## config.mk

```make
export PLATFORM = sky130hd
export DESIGN_NAME = mem_port_arbiter
export DESIGN_NICKNAME = d
export VERILOG_FILES = /design/src/rtl/mem_arb_pkg.sv /design/src/rtl/arb_priority_picker.sv /design/src/rtl/mem_port_arbiter.sv
export SDC_FILE = /design/constraint.sdc
export NUM_CORES = 1
export LEC_CHECK = 0
export ABC_AREA = 0
export BUFFER_PORTS_ARGS = -buffer_cell sky130_fd_sc_hd__buf_2
export CAP_MARGIN = 20
export CORE_MARGIN = 4
export CORE_UTILIZATION = 39
export CTS_CLUSTER_SIZE = 40
export DETAILED_ROUTE_END_ITERATION = 16
export PLACE_DENSITY_LB_ADDON = 0.12
export SLEW_MARGIN = 10
export SYNTH_ARGS = -nofsm -noshare
export SYNTH_HDL_FRONTEND = slang
export SYNTH_HIERARCHICAL = 1
export SYNTH_SLANG_ARGS = --single-unit
```

## constraint.sdc

```tcl
create_clock -name CLK -period 2.3 [get_ports CLK]
set_clock_uncertainty 0.05 [all_clocks]
set_input_delay 0.115 -clock CLK [delete_from_list [all_inputs] [get_ports CLK]]
set_output_delay 0.115 -clock CLK [all_outputs]
set_load 0.005 [all_outputs]
```

## src/rtl/mem_arb_pkg.sv

```systemverilog
// Shared types and constants for the memory port arbiter.
// State encoding, memRW encoding and default bus widths.
package mem_arb_pkg;

  typedef enum logic [1:0] {
    ARB_IDLE,
    ARB_ACCESS,
    ARB_DONE
  } arb_state_e;

  localparam logic MEM_READ  = 1'b0;
  localparam logic MEM_WRITE = 1'b1;

  localparam int DEF_ADDR_W = 5;
  localparam int DEF_DATA_W = 8;

endpackage

```

## src/rtl/arb_priority_picker.sv

```systemverilog
// Combinational rotating-start priority picker.
// Ports: req_i, start_i (first index searched) -> win_oh_o, win_idx_o.
module arb_priority_picker #(
  parameter int N_REQ = 2,
  parameter int OW    = 1
) (
  input  logic [N_REQ-1:0] req_i,
  input  logic [OW-1:0]    start_i,
  output logic [N_REQ-1:0] win_oh_o,
  output logic [OW-1:0]    win_idx_o
);

  int   pos;
  logic found;

  always_comb begin
    win_oh_o  = '0;
    win_idx_o = '0;
    found     = 1'b0;
    pos       = 0;
    for (int i = 0; i < N_REQ; i++) begin
      pos = (int'(start_i) + i) % N_REQ;
      if (!found && req_i[pos]) begin
        found          = 1'b1;
        win_oh_o[pos]  = 1'b1;
        win_idx_o      = OW'(pos);
      end
    end
  end

endmodule

```

## src/rtl/mem_port_arbiter.sv

```systemverilog
// Shares one memory port between N_REQ requesters (0 = control unit).
// Ports: req/lock/rw/addr/wdata in, gnt/done/rdata/busy/owner out,
// mem_* towards memory. State moves on negedge CLK.
// Build option: ARB_ROUND_ROBIN_EN selects rotating priority,
// otherwise lowest index wins.
module mem_port_arbiter
  import mem_arb_pkg::*;
#(
  parameter int  N_REQ      = 2,
  parameter int  ADDR_W     = DEF_ADDR_W,
  parameter int  DATA_W     = DEF_DATA_W,
  parameter int  ACCESS_CYC = 1,
  parameter int  MAX_BURST  = 4,
  localparam int OW = (N_REQ > 1) ? $clog2(N_REQ) : 1
) (
  input  logic                    CLK,
  input  logic                    RST_N,
  input  logic [N_REQ-1:0]        req,
  input  logic [N_REQ-1:0]        lock,
  input  logic [N_REQ-1:0]        rw,
  input  logic [N_REQ*ADDR_W-1:0] addr,
  input  logic [N_REQ*DATA_W-1:0] wdata,
  output logic [N_REQ-1:0]        gnt,
  output logic [N_REQ-1:0]        done,
  output logic [DATA_W-1:0]       rdata,
  output logic                    busy,
  output logic [OW-1:0]           owner,
  output logic                    mem_en,
  output logic                    mem_rw,
  output logic [ADDR_W-1:0]       mem_addr,
  output logic [DATA_W-1:0]       mem_wdata,
  input  logic [DATA_W-1:0]       mem_rdata
);

  localparam int CW = (ACCESS_CYC > 1) ? $clog2(ACCESS_CYC) : 1;
  localparam int BW = $clog2(MAX_BURST + 1);
  localparam logic [CW-1:0] CNT_INIT  = CW'(ACCESS_CYC - 1);
  localparam logic [BW-1:0] BURST_MAX = BW'(MAX_BURST);

  arb_state_e        state_q;
  logic [N_REQ-1:0]  gnt_q;
  logic [N_REQ-1:0]  done_q;
  logic [DATA_W-1:0] rdata_q;
  logic [OW-1:0]     owner_q;
  logic              mem_en_q;
  logic              mem_rw_q;
  logic [ADDR_W-1:0] mem_addr_q;
  logic [DATA_W-1:0] mem_wdata_q;
  logic [CW-1:0]     cnt_q;
  logic [BW-1:0]     burst_q;

  logic [ADDR_W-1:0] addr_a  [N_REQ];
  logic [DATA_W-1:0] wdata_a [N_REQ];
  logic [N_REQ-1:0]  win_oh;
  logic [OW-1:0]     win_idx;
  logic [OW-1:0]     start;
  logic [OW-1:0]     sel;
  logic              any;
  logic              cont;

  for (genvar g = 0; g < N_REQ; g++) begin : g_unpack
    assign addr_a[g]  = addr[g*ADDR_W +: ADDR_W];
    assign wdata_a[g] = wdata[g*DATA_W +: DATA_W];
  end

  assign any = |req;

  // New grants latch from the picker, burst continuations from the owner.
  assign sel  = (state_q == ARB_IDLE) ? win_idx : owner_q;
  assign cont = req[owner_q] && lock[owner_q] && (burst_q < BURST_MAX);

  arb_priority_picker #(
    .N_REQ (N_REQ),
    .OW    (OW)
  ) u_pick (
    .req_i     (req),
    .start_i   (start),
    .win_oh_o  (win_oh),
    .win_idx_o (win_idx)
  );

`ifdef ARB_ROUND_ROBIN_EN
  logic [OW-1:0] ptr_q;

  // Holds the index just after the last winner.
  always_ff @(negedge CLK or negedge RST_N) begin
    if (!RST_N) begin
      ptr_q <= '0;
    end else if (state_q == ARB_IDLE && any) begin
      ptr_q <= (win_idx == OW'(N_REQ - 1)) ? '0 : win_idx + 1'b1;
    end
  end

  assign start = ptr_q;
`else
  assign start = '0;
`endif

  always_ff @(negedge CLK or negedge RST_N) begin
    if (!RST_N) begin
      state_q     <= ARB_IDLE;
      gnt_q       <= '0;
      done_q      <= '0;
      rdata_q     <= '0;
      owner_q     <= '0;
      mem_en_q    <= 1'b0;
      mem_rw_q    <= 1'b0;
      mem_addr_q  <= '0;
      mem_wdata_q <= '0;
      cnt_q       <= '0;
      burst_q     <= '0;
    end else begin
      unique case (state_q)
        ARB_IDLE: begin
          if (any) begin
            gnt_q       <= win_oh;
            owner_q     <= win_idx;
            mem_en_q    <= 1'b1;
            mem_rw_q    <= rw[sel];
            mem_addr_q  <= addr_a[sel];
            mem_wdata_q <= wdata_a[sel];
            cnt_q       <= CNT_INIT;
            burst_q     <= BW'(1);
            state_q     <= ARB_ACCESS;
          end
        end
        ARB_ACCESS: begin
          if (cnt_q != '0) begin
            cnt_q <= cnt_q - 1'b1;
          end else begin
            if (mem_rw_q == MEM_READ) begin
              rdata_q <= mem_rdata;
            end
            done_q   <= gnt_q;
            mem_en_q <= 1'b0;
            state_q  <= ARB_DONE;
          end
        end
        ARB_DONE: begin
          done_q <= '0;
          if (cont) begin
            mem_en_q    <= 1'b1;
            mem_rw_q    <= rw[sel];
            mem_addr_q  <= addr_a[sel];
            mem_wdata_q <= wdata_a[sel];
            cnt_q       <= CNT_INIT;
            burst_q     <= burst_q + 1'b1;
            state_q     <= ARB_ACCESS;
          end else begin
            gnt_q   <= '0;
            state_q <= ARB_IDLE;
          end
        end
        default: state_q <= ARB_IDLE;
      endcase
    end
  end

  assign gnt       = gnt_q;
  assign done      = done_q;
  assign rdata     = rdata_q;
  assign busy      = (state_q != ARB_IDLE);
  assign owner     = owner_q;
  assign mem_en    = mem_en_q;
  assign mem_rw    = mem_rw_q;
  assign mem_addr  = mem_addr_q;
  assign mem_wdata = mem_wdata_q;

endmodule

```

==> impl_metrics.yaml, run 1 <==
status:
  status: "finished, violations left"
  violations: "negative setup slack"
logic_synthesis:
  syn_area_um2: 1670
  seq_area_frac_synth: 0.495
  synthTopCellsByCount: "dfrtn_1, nor2_1, mux2i_1, mux2_2, a21oi_1"
  async_flop_share: 1.00
  synth_area_leaders: "dfrtn_1, mux2i_1, mux2_2, ha_1, nor2_1"
  yosysTopAreaCellShare: 0.495
  ys_ff_latch: 33
  ys_warn_count: 6
  ys.flop_type: "dfrtn_1"
  synth.most_common_cell: "dfrtn_1"
  synth-edff-count: 0
  syn_avg_cell_area_um2: 11.6
  synth_top_area_cell: "dfrtn_1"
  ys_types: 35
  syn_inst: 144
power:
  power_frac_seq: 0.306
  power_frac_comb: 0.526
  p_sw_mw: 1.21
  power_leakage_nw: 1.16
  ir_worst_vdd_uv: 590
  power_density_nw_per_um2: 1400
  p_sw_frac: 0.361
  p_int_mw: 2.14
  p_clk_frac: 0.168
timing:
  tns_ns: -0.0937
  fin_ws_ns: -0.0937
  grt_setup_unrepaired: "true"
  setup_viol: 1
  hold_violations: 0
  fin_hold_ws_ns: 0.398
  finalMaxSlewViolations: 0
critical_path:
  path_max_fanout: 2
  crit_top_cell: "inv_2"
  r2r_cells: 7
  crit_chain: "inv_2 -> ha_4 -> inv_2 -> buf_6"
  startpoint_type: "register"
  worst-r2r-setup-slack_ns: 0.28
  cp_slowest_cell: "dfrtn_1"
  r2r-end: "mem_addr[0]"
  path_class: "register to primary output"
  cp.required_ns: 2.13
  cpPeakStageDelay_ns: 0.43
  cp-end-kind: "primary output"
  rr_startpoint: "state_q[1]"
  crit_arrival_ns: 2.23
die:
  die_h_um: 73.4
  core_area_um2: 4060
  start_util: 0.411
  ios: 71
  die_x_um: 73.4
  die-area_um2: 5390
  core.rowCount: 23
layout:
  num_antenna_cells: 0
  fillers: 344
  seq_area_um2: 826
  multiInputGateArea_um2: 838
  area_growth_pct: 43.3
  nNetsFinal: 283
  drive_gt1_frac: 0.559
worst_hold_path:
  hold_path_end: "rdata[5]"
  hold_path.class: "register to register"
  min_from: "rdata[5]"
  whs_path_depth: 1
global_route:
  grt_pass1_wl_um: 6480
  track_usage: 0.157
  grt_overflow_total: 0
  grt_pass1_vias: 1490
  antenna_found_initial: 0
  grt_max_degree: 29
route:
  drc: 0
  wirelength_um: 4080
  num_vias: 1418
  drt-vias-per-instance: 4.96
  drt_first_pass_iters: 4
  drtIter0Drc: 56
  drtAntennaViolNets: 0
  wire_per_inst_um: 14.3
clock_tree:
  clk_latency_ns: 0.29
  cts_tree: "built"
  clk_path_buf_depth: 2
  cts-buffers-inserted: 5
  clk_pin_slew_worst_paths_ns: 0.05
  cts-root-buf: "clkbuf_8"
  h-tree-depth: 2
  clock_sinks: 33
placed_design:
  hpwl_um: 3160
  place_congestion: 0.854
  portBuffers: 70
  place_ws_ns: -0.288
job:
  maxCapViolations: 0
cells in the final DEF (no fill, tap or decap), types with 5 or more instances in the layout:
master / count
a21oi_2: 14
buf_2: 69
buf_4: 17
clkbuf_8: 6
dfrtn_1: 33
ha_1: 5
mux2_2: 9
mux2i_1: 13
nand2_1: 5
nor2_1: 19
o21ai_0: 5
power groups by stage:
stage	Clock, mW	Combinational (mW)	Sequential, mW
global placement	0	1.59	1.02
finish	0.564	1.76	1.02
global route	0.607	1.94	1.06
floorplan	0	1.06	1.05
CTS	0.580	1.72	1.03
detailed placement	0	1.64	1.04
flip-flops by register name, summed over array words and instances (netlist names):
signal     cells
burst_q        3
done           2
gnt            2
mem_addr       5
mem_en         1
mem_rw         1
mem_wdata      8
owner          1
rdata          8
state_q        2
how the worst max path moves through the flow:
stage / startpoint / end / slack, ns / depth (start not counted)
after detailed placement: req[0] / gnt[0] / -0.29 / 5
after CTS: state_q[1] / busy / -0.1 / 4
after global placement: req[0] / gnt[0] / -0.25 / 5
final: state_q[0] / busy / -0.09 / 4
after floorplan: lock[1] / mem_addr[3] / -0.14 / 4
after global routing: state_q[1] / busy / -0.15 / 4
final cells by class:
| class | count | area share |
|---|---|---|
| clock buffer | 7 | 0.0361 |
| timing repair buffer | 89 | 0.219 |
| inverter | 6 | 0.00942 |
| clock inverter | 1 | 0.0126 |
| multi-input combinational | 100 | 0.351 |
| tap | 50 | 0.0262 |
| sequential | 33 | 0.346 |
kinds of logic (layout without fill, tap and decap cells):
group	after synthesis	in the layout	share of synthesized area
AOI/OAI and AO/OA	35	35	0.158
adders and majority gates	6	6	0.0450
buffers and inverters	12	103	0.0383
DFF	33	33	0.495
muxes	24	24	0.153
other	1	2	0.00225
and+or+nand+nor	33	33	0.109
worst max-delay path, delay by kind of cell, from the launching register on:
family	cells	cell delay, ns
buf+inv	3	0.19
flops	1	0.43
fa+ha+maj	1	0.16
routing by layer:
metal  vias to the layer above  global-route usage  share of wire
met5                         -                   0              0
met4                         0              0.0624          0.022
met3                        10              0.0561          0.088
met2                        57               0.271           0.49
met1                       661               0.174           0.40
li1                        690                   -              -
through the flow:
| step | utilization | cells | instance area, µm² | total power [mW] |
|---|---|---|---|---|
| 6_report | 0.589 | 286 | 2390 | 3.35 |
| 2_1_floorplan | - | 145 | 1710 | 2.11 |
| 4_1_cts | 0.579 | 284 | 2350 | 3.33 |
| 3_3_place_gp | 0.542 | 273 | 2200 | 2.61 |
| 5_1_grt | 0.589 | 286 | 2390 | 3.60 |
| 3_5_place_dp | 0.542 | 273 | 2200 | 2.68 |
repair_timing:
item                       CTS  global route
setup endpoints to repair    1             6
setup buffers                3             2
gates resized for setup      5             6
hold buffers                 0             0
pin swaps                    1             1
Power figures use the tool's default switching activity.
==> run 2, diff against run 1 <==
--- a/config.mk
+++ b/config.mk
@@ -13,6 +13,7 @@
 export CTS_CLUSTER_SIZE = 40
 export DETAILED_ROUTE_END_ITERATION = 16
 export PLACE_DENSITY_LB_ADDON = 0.12
+export RECOVER_POWER = 25
 export SLEW_MARGIN = 10
 export SYNTH_ARGS = -nofsm -noshare
 export SYNTH_HDL_FRONTEND = slang
==> impl_metrics.yaml, run 2 (same netlist as run 1, synthesis figures left out) <==
route:
  wirelength_um: 4070
  drt_first_pass_iters: 4
  wire_per_inst_um: 14.2
  drc: 0
  drtIter0Drc: 55
  num_vias: 1417
  drtAntennaViolNets: 0
  drt-vias-per-instance: 4.95
timing:
  tns_ns: -0.0937
  finalMaxSlewViolations: 0
  setup_viol: 1
  slew_headroom: 0.412
  grt_setup_unrepaired: "true"
  hold_violations: 0
  fin_hold_ws_ns: 0.398
  tightest_slew_ns: 0.882
  fin_ws_ns: -0.0937
global_route:
  track_usage: 0.157
  grt_max_degree: 29
  grt_overflow_total: 0
  grt_pass1_vias: 1490
  grt_pass1_wl_um: 6480
  antenna_found_initial: 0
clock_tree:
  h-tree-depth: 2
  cts-root-buf: "clkbuf_8"
  clk_latency_ns: 0.29
  cts-buffers-inserted: 5
  cts_tree: "built"
  clk_path_buf_depth: 2
  clk_pin_slew_worst_paths_ns: 0.05
  cts_hold_buf: 0
  clock_sinks: 33
die:
  core.rowCount: 23
  die_x_um: 73.4
  core_area_um2: 4060
  ios: 71
  start_util: 0.411
  die-area_um2: 5390
  die_h_um: 73.4
power:
  power_density_nw_per_um2: 1400
  ir_worst_vdd_uv: 589
  power_leakage_nw: 1.15
  power.total_mw: 3.34
critical_path:
  path_class: "register to primary output"
  startpoint_type: "register"
  cpPeakStageDelay_ns: 0.43
  crit_chain: "inv_2 -> ha_4 -> inv_2 -> buf_6"
  path_max_fanout: 2
  cp-end-kind: "primary output"
  crit_arrival_ns: 2.23
  cp.required_ns: 2.13
  crit_top_cell: "inv_2"
  cp_slowest_cell: "dfrtn_1"
layout:
  fillers: 348
  area_growth_pct: 42.8
  multiInputGateArea_um2: 838
  num_antenna_cells: 0
  fin_cells: 286
  drive_gt1_frac: 0.551
  seq_area_um2: 826
  post-route-util: 0.587
  final_cell_area_um2: 2380
  final_common_cell: "buf_2"
  nNetsFinal: 283
  layout_common_cells: "buf_2, dfrtn_1, nor2_1, buf_4, a21oi_2"
status:
  violations: "negative setup slack"
  status: "finished, violations left"
job:
  maxCapViolations: 0
placed_design:
  place_inst: 273
  place_ws_ns: -0.288
  dpl_cell_area_um2: 2200
  hpwl_um: 3160
  place_congestion: 0.854
  portBuffers: 70
worst_hold_path:
  hold_path.class: "register to register"
run 2: cell count changes in the layout (fill, tap and decap cells not counted):
cell,change
buf_2,-1
buf_4,-2
clkbuf_1,+2
clkbuf_2,+1
run 2: final cells by class:
cell class                      instances  area share
Timing Repair Buffer                   89       0.217
Tap cell                               50      0.0263
Inverter                                6     0.00945
Sequential cell                        33       0.347
Clock inverter                          1      0.0126
Clock buffer                            7      0.0362
Multi-Input combinational cell        100       0.352
run 2: where the power goes:
group          switching [mW]  internal [mW]  total (mW)
combinational           0.853          0.904        1.76
clock                   0.211          0.353       0.564
sequential              0.145          0.878        1.02
run 2: path summary, 6_finish.rpt:
check / from / endpoint / slack, ns / depth (start not counted)
max in group asynchronous: RST_N / burst_q[0] / 0.40 / 2
worst max-delay path: state_q[0] / busy / -0.09 / 4
worst max register to register: state_q[1] / mem_addr[0] / 0.28 / 7
worst min register to register: rdata[5] / rdata[5] / 0.40 / 1
min in group asynchronous: RST_N / mem_wdata[3] / 0.90 / 1
worst min-delay path: rdata[5] / rdata[5] / 0.40 / 1
run 2: critical path: cells and delay by family (launching register included):
family	cells	cell delay [ns]
buffers and inverters	3	0.19
adder cells (fa/ha/maj)	1	0.16
flip-flops	1	0.43
run 2: per-layer routing:
metal | up-vias | part of all wire | global-route usage
met5 | - | 0 | 0
met4 | 0 | 0.022 | 0.0624
met3 | 10 | 0.088 | 0.0561
met2 | 57 | 0.50 | 0.271
met1 | 660 | 0.39 | 0.174
li1 | 690 | - | -
run 2: repair_timing:
item / in CTS / in global routing
resized for setup: 5 / 6
buffers inserted: 3 / 2
pin swaps: 1 / 1
endpoints found under the setup margin: 1 / 6
cloned: 0 / 0
==> run 3, diff against run 2 <==
--- a/config.mk
+++ b/config.mk
@@ -10,11 +10,11 @@
 export CAP_MARGIN = 20
 export CORE_MARGIN = 4
 export CORE_UTILIZATION = 39
+export CTS_BUF_LIST = sky130_fd_sc_hd__clkbuf_4 sky130_fd_sc_hd__clkbuf_8
 export CTS_CLUSTER_SIZE = 40
 export DETAILED_ROUTE_END_ITERATION = 16
 export PLACE_DENSITY_LB_ADDON = 0.12
 export RECOVER_POWER = 25
-export SLEW_MARGIN = 10
 export SYNTH_ARGS = -nofsm -noshare
 export SYNTH_HDL_FRONTEND = slang
 export SYNTH_HIERARCHICAL = 1
==> impl_metrics.yaml, run 3 (same netlist as run 1, synthesis figures left out) <==
power:
  ir_worst_vdd_uv: 583
  power_frac_comb: 0.524
  power_density_nw_per_um2: 1410
  p_clk_frac: 0.171
  p_int_mw: 2.15
  power.total_mw: 3.35
  power_leakage_nw: 1.16
  p_sw_mw: 1.21
  p_sw_frac: 0.360
  power_frac_seq: 0.305
global_route:
  antenna_found_initial: 0
  track_usage: 0.157
  grt_overflow_total: 0
  grt_pass1_wl_um: 6480
  grt_pass1_vias: 1490
  grt_max_degree: 29
die:
  core.rowCount: 23
  die_h_um: 73.4
  core_area_um2: 4060
  ios: 71
  start_util: 0.411
  die-area_um2: 5390
  die_x_um: 73.4
route:
  drtIter0Drc: 55
  drc: 0
  wirelength_um: 4070
  wire_per_inst_um: 14.2
  drtAntennaViolNets: 0
  drt_first_pass_iters: 4
  drt-vias-per-instance: 4.97
  num_vias: 1421
placed_design:
  hpwl_um: 3160
  place_congestion: 0.854
  portBuffers: 70
  place_ws_ns: -0.288
worst_hold_path:
  hold_path.class: "register to register"
timing:
  hold_violations: 0
  fin_ws_ns: -0.0905
  slew_headroom: 0.411
  tns_ns: -0.0905
  tightest_slew_ns: 0.883
  setup_viol: 1
  finalMaxSlewViolations: 0
  grt_setup_unrepaired: "true"
clock_tree:
  clk_path_buf_depth: 2
  cts_hold_buf: 0
  clk_pin_slew_worst_paths_ns: 0.05
  clock_sinks: 33
  cts-buffers-inserted: 5
  clk_latency_ns: 0.29
  cts-root-buf: "clkbuf_8"
  cts_tree: "built"
  h-tree-depth: 2
critical_path:
  crit_arrival_ns: 2.23
  cp_slowest_cell: "dfrtn_1"
  path_max_fanout: 2
  cp.required_ns: 2.13
  crit_top_cell: "inv_2"
  cp-end-kind: "primary output"
  startpoint_type: "register"
  crit_chain: "inv_2 -> ha_4 -> inv_2 -> buf_6"
  path_delay_family: "flip-flops"
  crit_buf_inv: 3
  path_class: "register to primary output"
  cpPeakStageDelay_ns: 0.43
layout:
  num_antenna_cells: 0
  drive_gt1_frac: 0.555
  nNetsFinal: 283
  final_common_cell: "buf_2"
  area_growth_pct: 43.1
  post-route-util: 0.588
  fillers: 349
  layout_common_cells: "buf_2, dfrtn_1, nor2_1, buf_4, a21oi_2"
status:
  violations: "negative setup slack"
  status: "finished, violations left"
job:
  maxCapViolations: 0
==> run 3: cell type report <==
type,instances,area (µm²),share of cell area
sequential,33,826,0.346
multi-input combinational,100,838,0.351
inverter,6,22.5,0.00944
clock buffer,7,90.1,0.0378
tap,50,62.6,0.0262
timing repair buffer,89,517,0.217
clock inverter,1,30.0,0.0126
==> run 3: final timing paths <==
path                             from     endpoint  slack [ns]  cells after the start
setup / recovery           state_q[0]         busy       -0.09                      4
hold / removal               rdata[5]     rdata[5]        0.40                      1
setup reg to reg           state_q[1]  mem_addr[0]        0.28                      7
hold reg to reg              rdata[5]     rdata[5]        0.40                      1
max in group asynchronous       RST_N   burst_q[0]        0.40                      2
min in group asynchronous       RST_N     rdata[5]        0.91                      1
==> run 3: what timing repair did <==
item | 4_1_cts | 5_1_grt
pin swaps | 1 | 1
buffers inserted | 3 | 2
gates resized for setup | 5 | 6
endpoints found under the setup margin | 1 | 6
==> run 3: layer usage <==
metal | routed length (µm) | share of wire | global-route usage | vias to the layer above
li1 | - | - | - | 691
met1 | 1590 | 0.39 | 0.174 | 663
met2 | 2030 | 0.50 | 0.271 | 57
met3 | 357 | 0.088 | 0.0561 | 10
met4 | 89 | 0.022 | 0.0624 | 0
met5 | 0 | 0 | 0 | -
==> run 3: power by group through the flow <==
stage	Sequential, mW	Combinational [mW]	Clock, mW
floorplan	1.05	1.06	0
global placement	1.02	1.59	0
detailed placement	1.04	1.64	0
CTS	1.03	1.72	0.592
global route	1.06	1.93	0.619
finish	1.02	1.76	0.573
==> run 3: through the flow <==
step | area [µm²] | instances | hold WS (ns)
3_5_place_dp | 2200 | 273 | 0.401
6_report | 2390 | 286 | 0.398
5_1_grt | 2390 | 286 | 0.406
2_1_floorplan | 1710 | 145 | 0.387
3_3_place_gp | 2200 | 273 | 0.394
4_1_cts | 2350 | 284 | 0.401
